==> src/rtl/rope_step_scheduler_if.sv <==
// Bundles the mouse/display front-end and rope-core array signals around the step scheduler.
// The scheduler takes the master side; the environment (cores, display, mouse) takes the slave side.
interface rope_step_scheduler_if #(
  parameter int CORE_CONTAINS  = 4,
  parameter int NODES_PER_CORE = 5
);
  localparam int NW = CORE_CONTAINS * NODES_PER_CORE * 10;

  logic [9:0]               in_mouse_x;
  logic [9:0]               in_mouse_y;
  logic                     mouse_valid;
  logic                     vblank;
  logic [CORE_CONTAINS-1:0] core_done;
  logic [NW-1:0]            nodes_x_in;
  logic [NW-1:0]            nodes_y_in;
  logic                     core_step;
  logic [9:0]               mouse_x;
  logic [9:0]               mouse_y;
  logic [NW-1:0]            nodes_x_out;
  logic [NW-1:0]            nodes_y_out;
  logic                     frame_valid;
  logic [15:0]              step_count;
  logic                     busy;
  logic                     timeout_err;
  logic                     overrun_err;

  modport master (
    input  in_mouse_x, in_mouse_y, mouse_valid, vblank, core_done, nodes_x_in, nodes_y_in,
    output core_step, mouse_x, mouse_y, nodes_x_out, nodes_y_out, frame_valid, step_count,
           busy, timeout_err, overrun_err
  );

  modport slave (
    output in_mouse_x, in_mouse_y, mouse_valid, vblank, core_done, nodes_x_in, nodes_y_in,
    input  core_step, mouse_x, mouse_y, nodes_x_out, nodes_y_out, frame_valid, step_count,
           busy, timeout_err, overrun_err
  );
endinterface

==> src/rtl/rope_step_scheduler.sv <==
// Per-tick sequencer for the rope engine: latches the mouse, runs ITERATIONS step/ack passes
// with a watchdog, then publishes the node snapshot to the display during vblank.
module rope_step_scheduler #(
  parameter int CORE_CONTAINS  = 4,
  parameter int NODES_PER_CORE = 5,
  parameter int TICK_DIV       = 416667,
  parameter int ITERATIONS     = 8,
  parameter int TIMEOUT        = 1024
) (
  input logic                   clk,
  input logic                   reset,
  rope_step_scheduler_if.master bus
);
  localparam int NW = CORE_CONTAINS * NODES_PER_CORE * 10;
  localparam int TW = $clog2(TICK_DIV);
  localparam int WW = $clog2(TIMEOUT + 1);
  localparam int IW = $clog2(ITERATIONS + 1);

  typedef enum logic [2:0] {
    IDLE     = 3'd0,
    LATCH    = 3'd1,
    STEP     = 3'd2,
    WAIT     = 3'd3,
    PUB_WAIT = 3'd4,
    PUBLISH  = 3'd5
  } state_t;

  state_t                   state_r, state_s;
  logic [TW-1:0]            tick_cnt_r;
  logic                     tick_pending_r;
  logic [IW-1:0]            iter_r;
  logic [CORE_CONTAINS-1:0] done_seen_r;
  logic [WW-1:0]            watchdog_r;
  logic                     core_step_r;
  logic [9:0]               mouse_x_r;
  logic [9:0]               mouse_y_r;
  logic [NW-1:0]            nodes_x_r;
  logic [NW-1:0]            nodes_y_r;
  logic                     frame_valid_r;
  logic [15:0]              step_count_r;
  logic                     busy_r;
  logic                     timeout_err_r;
  logic                     overrun_err_r;

  logic tick_wrap_s, done_all_s, wd_expire_s, wait_done_s, last_iter_s;

  assign tick_wrap_s = (tick_cnt_r == TW'(TICK_DIV - 1));
  assign done_all_s  = &(done_seen_r | bus.core_done);
  assign wd_expire_s = (watchdog_r == WW'(TIMEOUT - 1));
  assign wait_done_s = done_all_s | wd_expire_s;
  assign last_iter_s = (iter_r == IW'(ITERATIONS - 1));

  // Free-running tick divider; a wrap coinciding with LATCH refills the slot just consumed.
  always_ff @(posedge clk or negedge reset) begin
    if (!reset) begin
      tick_cnt_r     <= '0;
      tick_pending_r <= 1'b0;
      overrun_err_r  <= 1'b0;
    end else begin
      if (tick_wrap_s) begin
        tick_cnt_r     <= '0;
        tick_pending_r <= 1'b1;
        if (tick_pending_r && (state_r != LATCH)) begin
          overrun_err_r <= 1'b1;
        end
      end else begin
        tick_cnt_r <= tick_cnt_r + TW'(1);
        if (state_r == LATCH) begin
          tick_pending_r <= 1'b0;
        end
      end
    end
  end

  // FSM state register.
  always_ff @(posedge clk or negedge reset) begin
    if (!reset) begin
      state_r <= IDLE;
    end else begin
      state_r <= state_s;
    end
  end

  // Next-state logic.
  always_comb begin
    state_s = state_r;
    case (state_r)
      IDLE: begin
        if (tick_pending_r) state_s = LATCH;
        else                state_s = IDLE;
      end
      LATCH: state_s = STEP;
      STEP:  state_s = WAIT;
      WAIT: begin
        if (wait_done_s) begin
          if (last_iter_s) state_s = PUB_WAIT;
          else             state_s = STEP;
        end else begin
          state_s = WAIT;
        end
      end
      PUB_WAIT: begin
        if (bus.vblank) state_s = PUBLISH;
        else            state_s = PUB_WAIT;
      end
      PUBLISH: state_s = IDLE;
      default: state_s = IDLE;
    endcase
  end

  // Per-state datapath updates; strobes are registered from the next state so they align with it.
  always_ff @(posedge clk or negedge reset) begin
    if (!reset) begin
      iter_r        <= '0;
      done_seen_r   <= '0;
      watchdog_r    <= '0;
      mouse_x_r     <= 10'd0;
      mouse_y_r     <= 10'd0;
      nodes_x_r     <= '0;
      nodes_y_r     <= '0;
      step_count_r  <= 16'd0;
      timeout_err_r <= 1'b0;
      core_step_r   <= 1'b0;
      frame_valid_r <= 1'b0;
      busy_r        <= 1'b0;
    end else begin
      core_step_r   <= (state_s == STEP);
      frame_valid_r <= (state_s == PUBLISH);
      busy_r        <= (state_s != IDLE);
      case (state_r)
        LATCH: begin
          iter_r <= '0;
          if (bus.mouse_valid) begin
            mouse_x_r <= bus.in_mouse_x;
            mouse_y_r <= bus.in_mouse_y;
          end
        end
        STEP: begin
          done_seen_r <= '0;
          watchdog_r  <= '0;
        end
        WAIT: begin
          done_seen_r <= done_seen_r | bus.core_done;
          watchdog_r  <= watchdog_r + WW'(1);
          if (wait_done_s) begin
            if (!done_all_s) timeout_err_r <= 1'b1;
            if (!last_iter_s) iter_r <= iter_r + IW'(1);
          end
        end
        PUBLISH: begin
          nodes_x_r    <= bus.nodes_x_in;
          nodes_y_r    <= bus.nodes_y_in;
          step_count_r <= step_count_r + 16'd1;
        end
        default: begin
        end
      endcase
    end
  end

  assign bus.core_step   = core_step_r;
  assign bus.mouse_x     = mouse_x_r;
  assign bus.mouse_y     = mouse_y_r;
  assign bus.nodes_x_out = nodes_x_r;
  assign bus.nodes_y_out = nodes_y_r;
  assign bus.frame_valid = frame_valid_r;
  assign bus.step_count  = step_count_r;
  assign bus.busy        = busy_r;
  assign bus.timeout_err = timeout_err_r;
  assign bus.overrun_err = overrun_err_r;
endmodule
==> src/flat_wrapper.sv <==
// flat-port wrapper written by rule: the top's interface ports become plain ports
module rope_step_scheduler_flat 
#(
  parameter int CORE_CONTAINS  = 4,
  parameter int NODES_PER_CORE = 5,
  parameter int TICK_DIV       = 416667,
  parameter int ITERATIONS     = 8,
  parameter int TIMEOUT        = 1024
)
  (clk, reset, bus_in_mouse_x, bus_in_mouse_y, bus_mouse_valid, bus_vblank, bus_core_done, bus_nodes_x_in, bus_nodes_y_in, bus_core_step, bus_mouse_x, bus_mouse_y, bus_nodes_x_out, bus_nodes_y_out, bus_frame_valid, bus_step_count, bus_busy, bus_timeout_err, bus_overrun_err);
  rope_step_scheduler_if #(.CORE_CONTAINS(CORE_CONTAINS), .NODES_PER_CORE(NODES_PER_CORE)) bus_i ();
  input logic clk;
  input logic reset;
  input wire logic [$bits(bus_i.in_mouse_x)-1:0] bus_in_mouse_x;
  input wire logic [$bits(bus_i.in_mouse_y)-1:0] bus_in_mouse_y;
  input wire logic [$bits(bus_i.mouse_valid)-1:0] bus_mouse_valid;
  input wire logic [$bits(bus_i.vblank)-1:0] bus_vblank;
  input wire logic [$bits(bus_i.core_done)-1:0] bus_core_done;
  input wire logic [$bits(bus_i.nodes_x_in)-1:0] bus_nodes_x_in;
  input wire logic [$bits(bus_i.nodes_y_in)-1:0] bus_nodes_y_in;
  output wire logic [$bits(bus_i.core_step)-1:0] bus_core_step;
  output wire logic [$bits(bus_i.mouse_x)-1:0] bus_mouse_x;
  output wire logic [$bits(bus_i.mouse_y)-1:0] bus_mouse_y;
  output wire logic [$bits(bus_i.nodes_x_out)-1:0] bus_nodes_x_out;
  output wire logic [$bits(bus_i.nodes_y_out)-1:0] bus_nodes_y_out;
  output wire logic [$bits(bus_i.frame_valid)-1:0] bus_frame_valid;
  output wire logic [$bits(bus_i.step_count)-1:0] bus_step_count;
  output wire logic [$bits(bus_i.busy)-1:0] bus_busy;
  output wire logic [$bits(bus_i.timeout_err)-1:0] bus_timeout_err;
  output wire logic [$bits(bus_i.overrun_err)-1:0] bus_overrun_err;
  assign bus_i.in_mouse_x = bus_in_mouse_x;
  assign bus_i.in_mouse_y = bus_in_mouse_y;
  assign bus_i.mouse_valid = bus_mouse_valid;
  assign bus_i.vblank = bus_vblank;
  assign bus_i.core_done = bus_core_done;
  assign bus_i.nodes_x_in = bus_nodes_x_in;
  assign bus_i.nodes_y_in = bus_nodes_y_in;
  assign bus_core_step = bus_i.core_step;
  assign bus_mouse_x = bus_i.mouse_x;
  assign bus_mouse_y = bus_i.mouse_y;
  assign bus_nodes_x_out = bus_i.nodes_x_out;
  assign bus_nodes_y_out = bus_i.nodes_y_out;
  assign bus_frame_valid = bus_i.frame_valid;
  assign bus_step_count = bus_i.step_count;
  assign bus_busy = bus_i.busy;
  assign bus_timeout_err = bus_i.timeout_err;
  assign bus_overrun_err = bus_i.overrun_err;
  rope_step_scheduler #(.CORE_CONTAINS(CORE_CONTAINS), .NODES_PER_CORE(NODES_PER_CORE), .TICK_DIV(TICK_DIV), .ITERATIONS(ITERATIONS), .TIMEOUT(TIMEOUT)) u_core (.clk(clk), .reset(reset), .bus(bus_i));
endmodule
==> config.mk <==
export PLATFORM = sky130hd
export DESIGN_NAME = rope_step_scheduler_flat
export DESIGN_NICKNAME = d
export VERILOG_FILES = /design/src/rtl/rope_step_scheduler_if.sv /design/src/rtl/rope_step_scheduler.sv /design/src/flat_wrapper.sv
export SDC_FILE = /design/constraint.sdc
export NUM_CORES = 1
export LEC_CHECK = 0
export ABC_AREA = 1
export BUFFER_PORTS_ARGS = -buffer_cell sky130_fd_sc_hd__buf_2
export CORE_AREA = 5 5 339 341
export CTS_CLUSTER_SIZE = 14
export DETAILED_ROUTE_END_ITERATION = 7
export DIE_AREA = 0 0 344 346
export PLACE_DENSITY = 0.4
export REMOVE_ABC_BUFFERS = 1
export SYNTH_ARGS = -nofsm -noshare
export SYNTH_HDL_FRONTEND = slang
export SYNTH_SLANG_ARGS = --single-unit
export TNS_END_PERCENT = 1
==> constraint.sdc <==
create_clock -name clk -period 1.9 [get_ports clk]
set_input_delay 0.38 -clock clk [delete_from_list [all_inputs] [get_ports clk]]
set_output_delay 0.38 -clock clk [all_outputs]
set_load 0.02 [all_outputs]
==> results_tabular.tex, run 1 <==
\begin{tabular}{lr}
\hline
Metric & Value \\
\hline
\multicolumn{2}{l}{\textbf{Power and ir drop}} \\
Switching Power & 0.00656 W \\
Internal Dissipation & 0.0190 W \\
Combinational share of power & 11.5\% \\
Power per cell area & 807 nW/um2 \\
P\_leak & 16.6 nW \\
Switching share of power & 25.6\% \\
Peak VDD IR & 0.640 mV \\
Relative contribution of the clock network to total power & 45.7\% \\
Sequential group share of total power & 42.8\% \\
\multicolumn{2}{l}{\textbf{Synth}} \\
\#FFs+latches synth & 483 \\
Number of enable flip-flop cells after synthesis & 0 \\
Most frequently used flop master after synthesis & sky130\_fd\_sc\_hd\_\_dfrtp\_1 \\
Sequential fraction of the synthesis area & 63.5\% \\
Summed instance area of the synthesized netlist & 19000 um2 \\
Largest cells by area after synthesis & sky130\_fd\_sc\_hd\_\_dfrtp\_1, sky130\_fd\_sc\_hd\_\_nand2\_1, sky130\_fd\_sc\_hd\_\_buf\_2 \\
Cell variety after synth & 39 \\
Library cell with the largest summed area after synthesis & sky130\_fd\_sc\_hd\_\_dfrtp\_1 \\
Post-Syn Instances & 2142 \\
Post-synthesis area per instance & 8.88 um2 \\
Proportion of register bits with asynchronous set or reset after synthesis & 100\% \\
Share of the synthesized area in the top cell type & 63.5\% \\
Yosys warning count & 0 \\
\multicolumn{2}{l}{\textbf{Clocking}} \\
Clock-pin transition on the worst setup and hold timing paths & 60 ps \\
Clock tree sinks & 483 \\
Cell at the root of the clock tree & sky130\_fd\_sc\_hd\_\_clkbuf\_16 \\
CTS tree & yes \\
Worst-skew pair later-pin latency & 640 ps \\
Number of hold buffers added after cts & 419 \\
CTS max path bufs & 3 \\
PostCTS Resize Cnt & 0 \\
Setup repair bufs after CTS & 0 \\
CTS H-Tree Depth & 2 \\
Number of buffers inserted during clock tree synthesis & 61 \\
\multicolumn{2}{l}{\textbf{Place}} \\
Sum of net half-perimeters after detailed placement & 56.4 mm \\
Last weighted congestion value of the routability-driven placer & 0.793 \\
Port Buffers & 868 \\
\multicolumn{2}{l}{\textbf{STA}} \\
Period Utilization, post-route & 90.4\% \\
Transition time of the tightest slew-check pin & 644 ps \\
Fin Hold WS & 38.5 ps \\
Total of endpoints with negative setup slack in the final report & 0 \\
Max-slew violation count & 0 \\
Maximum frequency from static timing analysis & 582 MHz \\
Headroom to the max-slew limit & 57.1\% \\
Setup skew after layout & 9.04 ps \\
Count of endpoints failing hold in the final timing report & 0 \\
Clock period minus final worst setup slack & 1720 ps \\
Unrepaired setup endpoints after global routing & no \\
\multicolumn{2}{l}{\textbf{Worst setup path}} \\
Worst-path fanout max & 5 \\
R2r setup slk & 300 ps \\
Required time at the worst-slack endpoint & 1520 ps \\
Critical path type & reg2out \\
Critical path, cell by cell & buf\_2 \\
Worst r2r src & u\_core.tick\_cnt\_r[0] \\
Data arrival, critical path & 1340 ps \\
Critical Path Start Type & register \\
Endpoint of the lowest-slack register-to-register path & u\_core.tick\_cnt\_r[14] \\
Family with the most delay on the worst path & flip-flops \\
R2R cell count & 6 \\
Sort of element at the end of the critical path & output port \\
Slowest stage cell, crit path & sky130\_fd\_sc\_hd\_\_dfrtp\_1 \\
Delay of the slowest cell on the worst path & 470 ps \\
Buffers and inverters on the worst path & 1 \\
\multicolumn{2}{l}{\textbf{GRT}} \\
Global-route track usage on met3 & 2.94\% \\
Met2 global-route usage & 22.0\% \\
Overflow left after global routing & 0 \\
Number of global-route vias before repair & 19450 \\
Number of antenna violations at the first check in global routing & 2 \\
Global-route met1 utilization & 14.6\% \\
Maximum number of pins on one net before global-route repair & 106 \\
Global routing usage summed across all routing layers & 12.4\% \\
Layer with the highest usage after global routing & met2 \\
First-pass GRT wire length & 116 mm \\
\multicolumn{2}{l}{\textbf{Detailed routing}} \\
Average vias per placed instance & 3.70 \\
Total number of vias & 18566 \\
Detail-routed net length per standard cell & 15.3 um \\
Final routed wirelength across all metal layers & 76.9 mm \\
Initial DRT Pass Iterations & 5 \\
Number of antenna-violating nets in the routed design & 0 \\
Final routed DRC violation total & 0 \\
Detailed Route Iter0 Violations & 814 \\
\multicolumn{2}{l}{\textbf{Finish}} \\
Syn-to-layout area delta & 66.8\% \\
Net count reported at finish & 3900 \\
Final Core Density & 28.4\% \\
Share of post-route cells with drive strength above 1 & 30.5\% \\
\multicolumn{2}{l}{\textbf{Floorplanning}} \\
Die Height & 346 um \\
Die Width & 344 um \\
Initial Util & 17.0\% \\
Total number of placement rows & 123 \\
Io pins & 869 \\
Floorplan core area & 112000 um2 \\
Die area & 119000 um2 \\
\multicolumn{2}{l}{\textbf{Min path}} \\
Class of the tightest hold or removal check & in2reg \\
Worst hold stages & 3 \\
Worst hold path endpoint & u\_core.bus.nodes\_y\_out[129] \\
Worst Hold Launch & bus\_nodes\_y\_in[129] \\
\multicolumn{2}{l}{\textbf{Status}} \\
Result of the run & complete, no violations \\
\multicolumn{2}{l}{\textbf{Job}} \\
Max capacitance violation total & 0 \\
\hline
\end{tabular}
## state kept, by name (all words and copies together), names as in the netlist
name                    count
u_core.done_seen_r          4
u_core.bus.busy             1
u_core.bus.nodes_y_out    200
u_core.tick_cnt_r          19
u_core.bus.timeout_err      1
u_core.watchdog_r          11
u_core.iter_r               4
u_core.bus.frame_valid      1
u_core.bus.mouse_y         10
u_core.bus.mouse_x         10
u_core.state_r              3
u_core.bus.core_step        1
u_core.bus.step_count      16
u_core.tick_pending_r       1
u_core.bus.nodes_x_out    200
u_core.bus.overrun_err      1
## area by class of cell
cell class	count	area [um2]
Clock buffer	84	1740
Inverter	44	173
Antenna cell	2	5.00
Clock inverter	26	262
Sequential cell	483	12100
Tap cell	1500	1880
Timing Repair Buffer	1355	9350
Fill cell	11991	79900
Multi-Input combinational cell	1522	6230
## per-stage QoR
step	TNS [ps]	instance area, um2	total power (W)	std cells	setup WS, ps
finish	0	31700	0.0256	5016	183
global route	0	31700	0.0268	5015	81.8
detailed placement	0	25500	0.0134	4485	294
CTS	0	31700	0.0262	5014	65.1
floorplan	-3408030	18500	0.0120	2049	-8370
global placement	0	25500	0.0134	4485	296
## power by group through the flow
stage	sequential [W]	combinational [W]	clock (W)
final	0.0110	0.00296	0.0117
after floorplan	0.0117	0.000341	0
after global placement	0.0111	0.00230	0
after detailed placement	0.0111	0.00230	0
after CTS	0.0110	0.00302	0.0122
after global routing	0.0110	0.00322	0.0126
## cell usage after synthesis (4+ instances only)
master                     instances
sky130_fd_sc_hd__xnor2_1           7
sky130_fd_sc_hd__dfrtp_1         483
sky130_fd_sc_hd__buf_2            66
sky130_fd_sc_hd__buf_4             8
sky130_fd_sc_hd__ha_1              5
sky130_fd_sc_hd__nand4_1          10
sky130_fd_sc_hd__nor2_1           59
sky130_fd_sc_hd__nand3_1          34
sky130_fd_sc_hd__o21ai_0          15
sky130_fd_sc_hd__inv_2             5
sky130_fd_sc_hd__xor2_1           16
sky130_fd_sc_hd__inv_1            38
sky130_fd_sc_hd__nand2_1        1314
sky130_fd_sc_hd__nor3_1            8
sky130_fd_sc_hd__mux2_2           19
sky130_fd_sc_hd__a21oi_1           9
sky130_fd_sc_hd__clkbuf_1          8
sky130_fd_sc_hd__buf_6            11
sky130_fd_sc_hd__or2_2             4
## placed cells by master, fill, tap and decap left out, drive strengths merged, types with 2 or more instances in the layout
cell type | synthesis | routed
buf | 85 | 936
nand2 | 1314 | 1314
clkinv | 1 | 17
or2 | 5 | 5
dlygate4sd3 | 0 | 419
clkinvlp | 0 | 2
o21ai | 17 | 17
clkbuf | 8 | 84
nor3 | 10 | 10
bufinv | 0 | 4
inv | 43 | 47
ha | 5 | 5
mux2 | 20 | 20
diode | 0 | 2
nand3b | 2 | 2
nor2 | 62 | 62
nand3 | 35 | 35
a21oi | 9 | 9
dfrtp | 483 | 483
xnor2 | 7 | 7
xor2 | 16 | 16
nand4 | 10 | 10
## worst register-to-register path, delay by kind of cell (launching register included)
kind	cells	cell delay [ps]
AND/OR/NAND/NOR	4	760
adder cells (fa/ha/maj)	1	250
flip-flops	1	400
AO/OA/AOI/OAI	1	120
## kinds of logic after synthesis
| logic type | Yosys count | synth area share [%] |
|---|---|---|
| simple gates | 1441 | 29.2 |
| flops | 483 | 63.5 |
| buf+inv | 137 | 3.73 |
| compound gates | 32 | 0.947 |
| xor+xnor | 23 | 1.06 |
| mux | 21 | 1.24 |
| fa+ha+maj | 5 | 0.329 |
## worst max-delay path by stage
stage                              startpoint                          end  slack [ps]  depth (start not counted)
floorplan                   u_core.state_r[1]    u_core.bus.step_count[10]       -8370                          4
global placement            u_core.state_r[1]  u_core.bus.nodes_y_out[156]         300                          7
detailed placement          u_core.state_r[1]   u_core.bus.nodes_y_out[71]         290                          7
CTS                 u_core.bus.step_count[10]           bus_step_count[10]          70                          1
global route        u_core.bus.step_count[10]           bus_step_count[10]          80                          1
finish              u_core.bus.step_count[12]           bus_step_count[12]         180                          1
## routing by layer
metal / part of all wire (%) / vias to the layer above
li1: - / 9196
met1: 40 / 8675
met2: 50 / 555
met3: 6.8 / 138
met4: 3.4 / 2
met5: 0.019 / -
Note: power is estimated with default switching activity, not from simulation.
==> run 2, diff against run 1 <==
--- a/constraint.sdc
+++ b/constraint.sdc
@@ -3,2 +3,2 @@
 set_output_delay 0.38 -clock clk [all_outputs]
-set_load 0.02 [all_outputs]
+set_load 0.05 [all_outputs]
==> results_tabular.tex, run 2 (synthesized netlist as in run 1, its figures left out) <==
\begin{tabular}{lr}
\hline
Metric & Value \\
\hline
\multicolumn{2}{l}{\textbf{Status}} \\
Result of the run & complete, no violations \\
\multicolumn{2}{l}{\textbf{Place}} \\
Port Buffers & 868 (unchanged) \\
Last weighted congestion value of the routability-driven placer & 0.793 (unchanged) \\
Worst slack at placement & 294 ps (unchanged) \\
Post-placement cell count & 4485 (unchanged) \\
Sum of net half-perimeters after detailed placement & 56.4 mm (unchanged) \\
\multicolumn{2}{l}{\textbf{Finish}} \\
Final Non-Filler Cells & 5016 (unchanged) \\
Most used cells in the layout excluding fill and tap cells & sky130\_fd\_sc\_hd\_\_nand2\_1, sky130\_fd\_sc\_hd\_\_buf\_2, sky130\_fd\_sc\_hd\_\_dfrtp\_1 \\
Share of post-route cells with drive strength above 1 & 30.5\% (unchanged) \\
Syn-to-layout area delta & 66.8\% (about the same) \\
Most common cell after layout, fill and taps aside & sky130\_fd\_sc\_hd\_\_nand2\_1 \\
Count of fill cells added during filler insertion & 11989 (-0.017\%) \\
Net count reported at finish & 3900 (unchanged) \\
\multicolumn{2}{l}{\textbf{Worst setup path}} \\
Buffers and inverters on the worst path & 1 (unchanged) \\
Critical Path Start Type & register \\
Required time at the worst-slack endpoint & 1520 ps (about the same) \\
Family with the most delay on the worst path & flip-flops \\
Data arrival, critical path & 1420 ps (+80 ps) \\
Slowest stage cell, crit path & sky130\_fd\_sc\_hd\_\_dfrtp\_1 \\
Critical path type & reg2out \\
Critical path, cell by cell & buf\_2 \\
Sort of element at the end of the critical path & output port \\
Delay of the slowest cell on the worst path & 450 ps (-20 ps) \\
R2r setup slk & 300 ps (about the same) \\
Worst-path fanout max & 6 (+1) \\
\multicolumn{2}{l}{\textbf{Power and ir drop}} \\
P\_leak & 16.6 nW (about the same) \\
Combinational share of power & 15.0\% (+3.5 points) \\
Internal Dissipation & 0.0190 W (about the same) \\
Relative contribution of the clock network to total power & 43.9\% (-1.8 points) \\
Peak VDD IR & 0.640 mV (about the same) \\
Switching Power & 0.00758 W (+16\%) \\
Sequential group share of total power & 41.1\% (-1.7 points) \\
Switching share of power & 28.5\% (+2.9 points) \\
Power per cell area & 839 nW/um2 (+4.0\%) \\
\multicolumn{2}{l}{\textbf{GRT}} \\
Global routing usage summed across all routing layers & 12.4\% (unchanged) \\
Number of global-route vias before repair & 19450 (unchanged) \\
First-pass GRT wire length & 116 mm (unchanged) \\
Layer with the highest usage after global routing & met2 \\
Global-route met1 utilization & 14.6\% (unchanged) \\
Number of antenna violations at the first check in global routing & 2 (unchanged) \\
Overflow left after global routing & 0 (unchanged) \\
Met2 global-route usage & 22.0\% (unchanged) \\
Maximum number of pins on one net before global-route repair & 106 (unchanged) \\
Global-route track usage on met3 & 2.94\% (unchanged) \\
\multicolumn{2}{l}{\textbf{Floorplanning}} \\
Total number of placement rows & 123 (unchanged) \\
Die Height & 346 um (unchanged) \\
Die area & 119000 um2 (unchanged) \\
Floorplan core area & 112000 um2 (unchanged) \\
Io pins & 869 (unchanged) \\
Die Width & 344 um (unchanged) \\
Initial Util & 17.0\% (unchanged) \\
\multicolumn{2}{l}{\textbf{Job}} \\
Max capacitance violation total & 0 (unchanged) \\
\multicolumn{2}{l}{\textbf{Clocking}} \\
Clock-pin transition on the worst setup and hold timing paths & 60 ps (about the same) \\
Setup repair bufs after CTS & 0 (unchanged) \\
Worst-skew pair later-pin latency & 640 ps (about the same) \\
Cell at the root of the clock tree & sky130\_fd\_sc\_hd\_\_clkbuf\_16 \\
CTS H-Tree Depth & 2 (unchanged) \\
CTS tree & yes \\
Clock tree sinks & 483 (unchanged) \\
CTS max path bufs & 3 (unchanged) \\
Number of buffers inserted during clock tree synthesis & 61 (unchanged) \\
\multicolumn{2}{l}{\textbf{STA}} \\
Fin Hold WS & 38.6 ps (+0.0353 ps) \\
Max-slew violation count & 0 (unchanged) \\
Headroom to the max-slew limit & 57.1\% (unchanged) \\
Clock period minus final worst setup slack & 1800 ps (+86.2 ps) \\
Unrepaired setup endpoints after global routing & no \\
Total of endpoints with negative setup slack in the final report & 0 (unchanged) \\
Maximum frequency from static timing analysis & 555 MHz (-4.8\%) \\
Setup skew after layout & 9.04 ps (unchanged) \\
Count of endpoints failing hold in the final timing report & 0 (unchanged) \\
Period Utilization, post-route & 94.9\% (+4.5 points) \\
Smallest setup slack after layout & 96.9 ps (-86.2 ps) \\
Transition time of the tightest slew-check pin & 644 ps (-0.0000596 ps) \\
\multicolumn{2}{l}{\textbf{Detailed routing}} \\
Number of antenna-violating nets in the routed design & 0 (unchanged) \\
Average vias per placed instance & 3.70 (about the same) \\
Detail-routed net length per standard cell & 15.3 um (about the same) \\
Total number of vias & 18564 (-0.011\%) \\
Initial DRT Pass Iterations & 5 (unchanged) \\
Detailed Route Iter0 Violations & 816 (+0.25\%) \\
Final routed wirelength across all metal layers & 76.9 mm (about the same) \\
Final routed DRC violation total & 0 (unchanged) \\
\multicolumn{2}{l}{\textbf{Min path}} \\
Class of the tightest hold or removal check & in2reg \\
\hline
\end{tabular}
==> run 2: cell counts in the layout (fill, tap and decap cells not counted) <==
Identical to the previous run, type by type.
==> run 2: timing repair <==
action,in CTS,in global routing
hold buffers,419,0
endpoints found under the hold margin,668,0
gates resized for setup,2,0
endpoints found under the setup margin,2,0
==> run 2: final cells by class <==
class	instances	area, um2	area share, %
sequential	483	12100	38.1
timing repair buffer	1355	9350	29.5
multi-input combinational	1522	6230	19.6
tap	1500	1880	5.91
clock buffer	84	1740	5.49
clock inverter	26	262	0.824
inverter	44	173	0.544
antenna	2	5.00	0.0158
==> run 2: power by group through the flow <==
stage	sequential, W	combinational [W]	clock (W)
finish	0.0110	0.00398	0.0117
global route	0.0110	0.00424	0.0126
CTS	0.0110	0.00404	0.0122
detailed placement	0.0111	0.00332	0
global placement	0.0111	0.00332	0
floorplan	0.0127	0.000343	0
==> run 2: worst paths after layout <==
check,start,to,cells past startpoint
worst max-delay path,u_core.bus.step_count[2],bus_step_count[2],1
worst min-delay path,bus_nodes_y_in[129],u_core.bus.nodes_y_out[129],3
worst max register to register,u_core.tick_cnt_r[0],u_core.tick_cnt_r[14],6
worst min register to register,u_core.bus.nodes_x_out[197],u_core.bus.nodes_x_out[197],2
max in group asynchronous,reset,u_core.bus.nodes_y_out[93],3
min in group asynchronous,reset,u_core.bus.nodes_y_out[82],2
==> run 2: per-layer routing <==
metal | vias to the layer above | part of all wire [%]
met3 | 134 | 6.8
met2 | 558 | 50
met5 | - | 0.019
met4 | 2 | 3.4
met1 | 8674 | 40
li1 | 9196 | -
==> run 2: stage by stage <==
stage | area, um2 | utilization (%) | power (W) | TNS (ps)
final | 31700 | 28.4 | 0.0266 | 0
after global routing | 31700 | 28.4 | 0.0279 | 0
after CTS | 31700 | 28.4 | 0.0272 | 0
after detailed placement | 25500 | 22.9 | 0.0144 | 0
after global placement | 25500 | 22.9 | 0.0144 | 0
after floorplan | 18500 | - | 0.0130 | -3408080
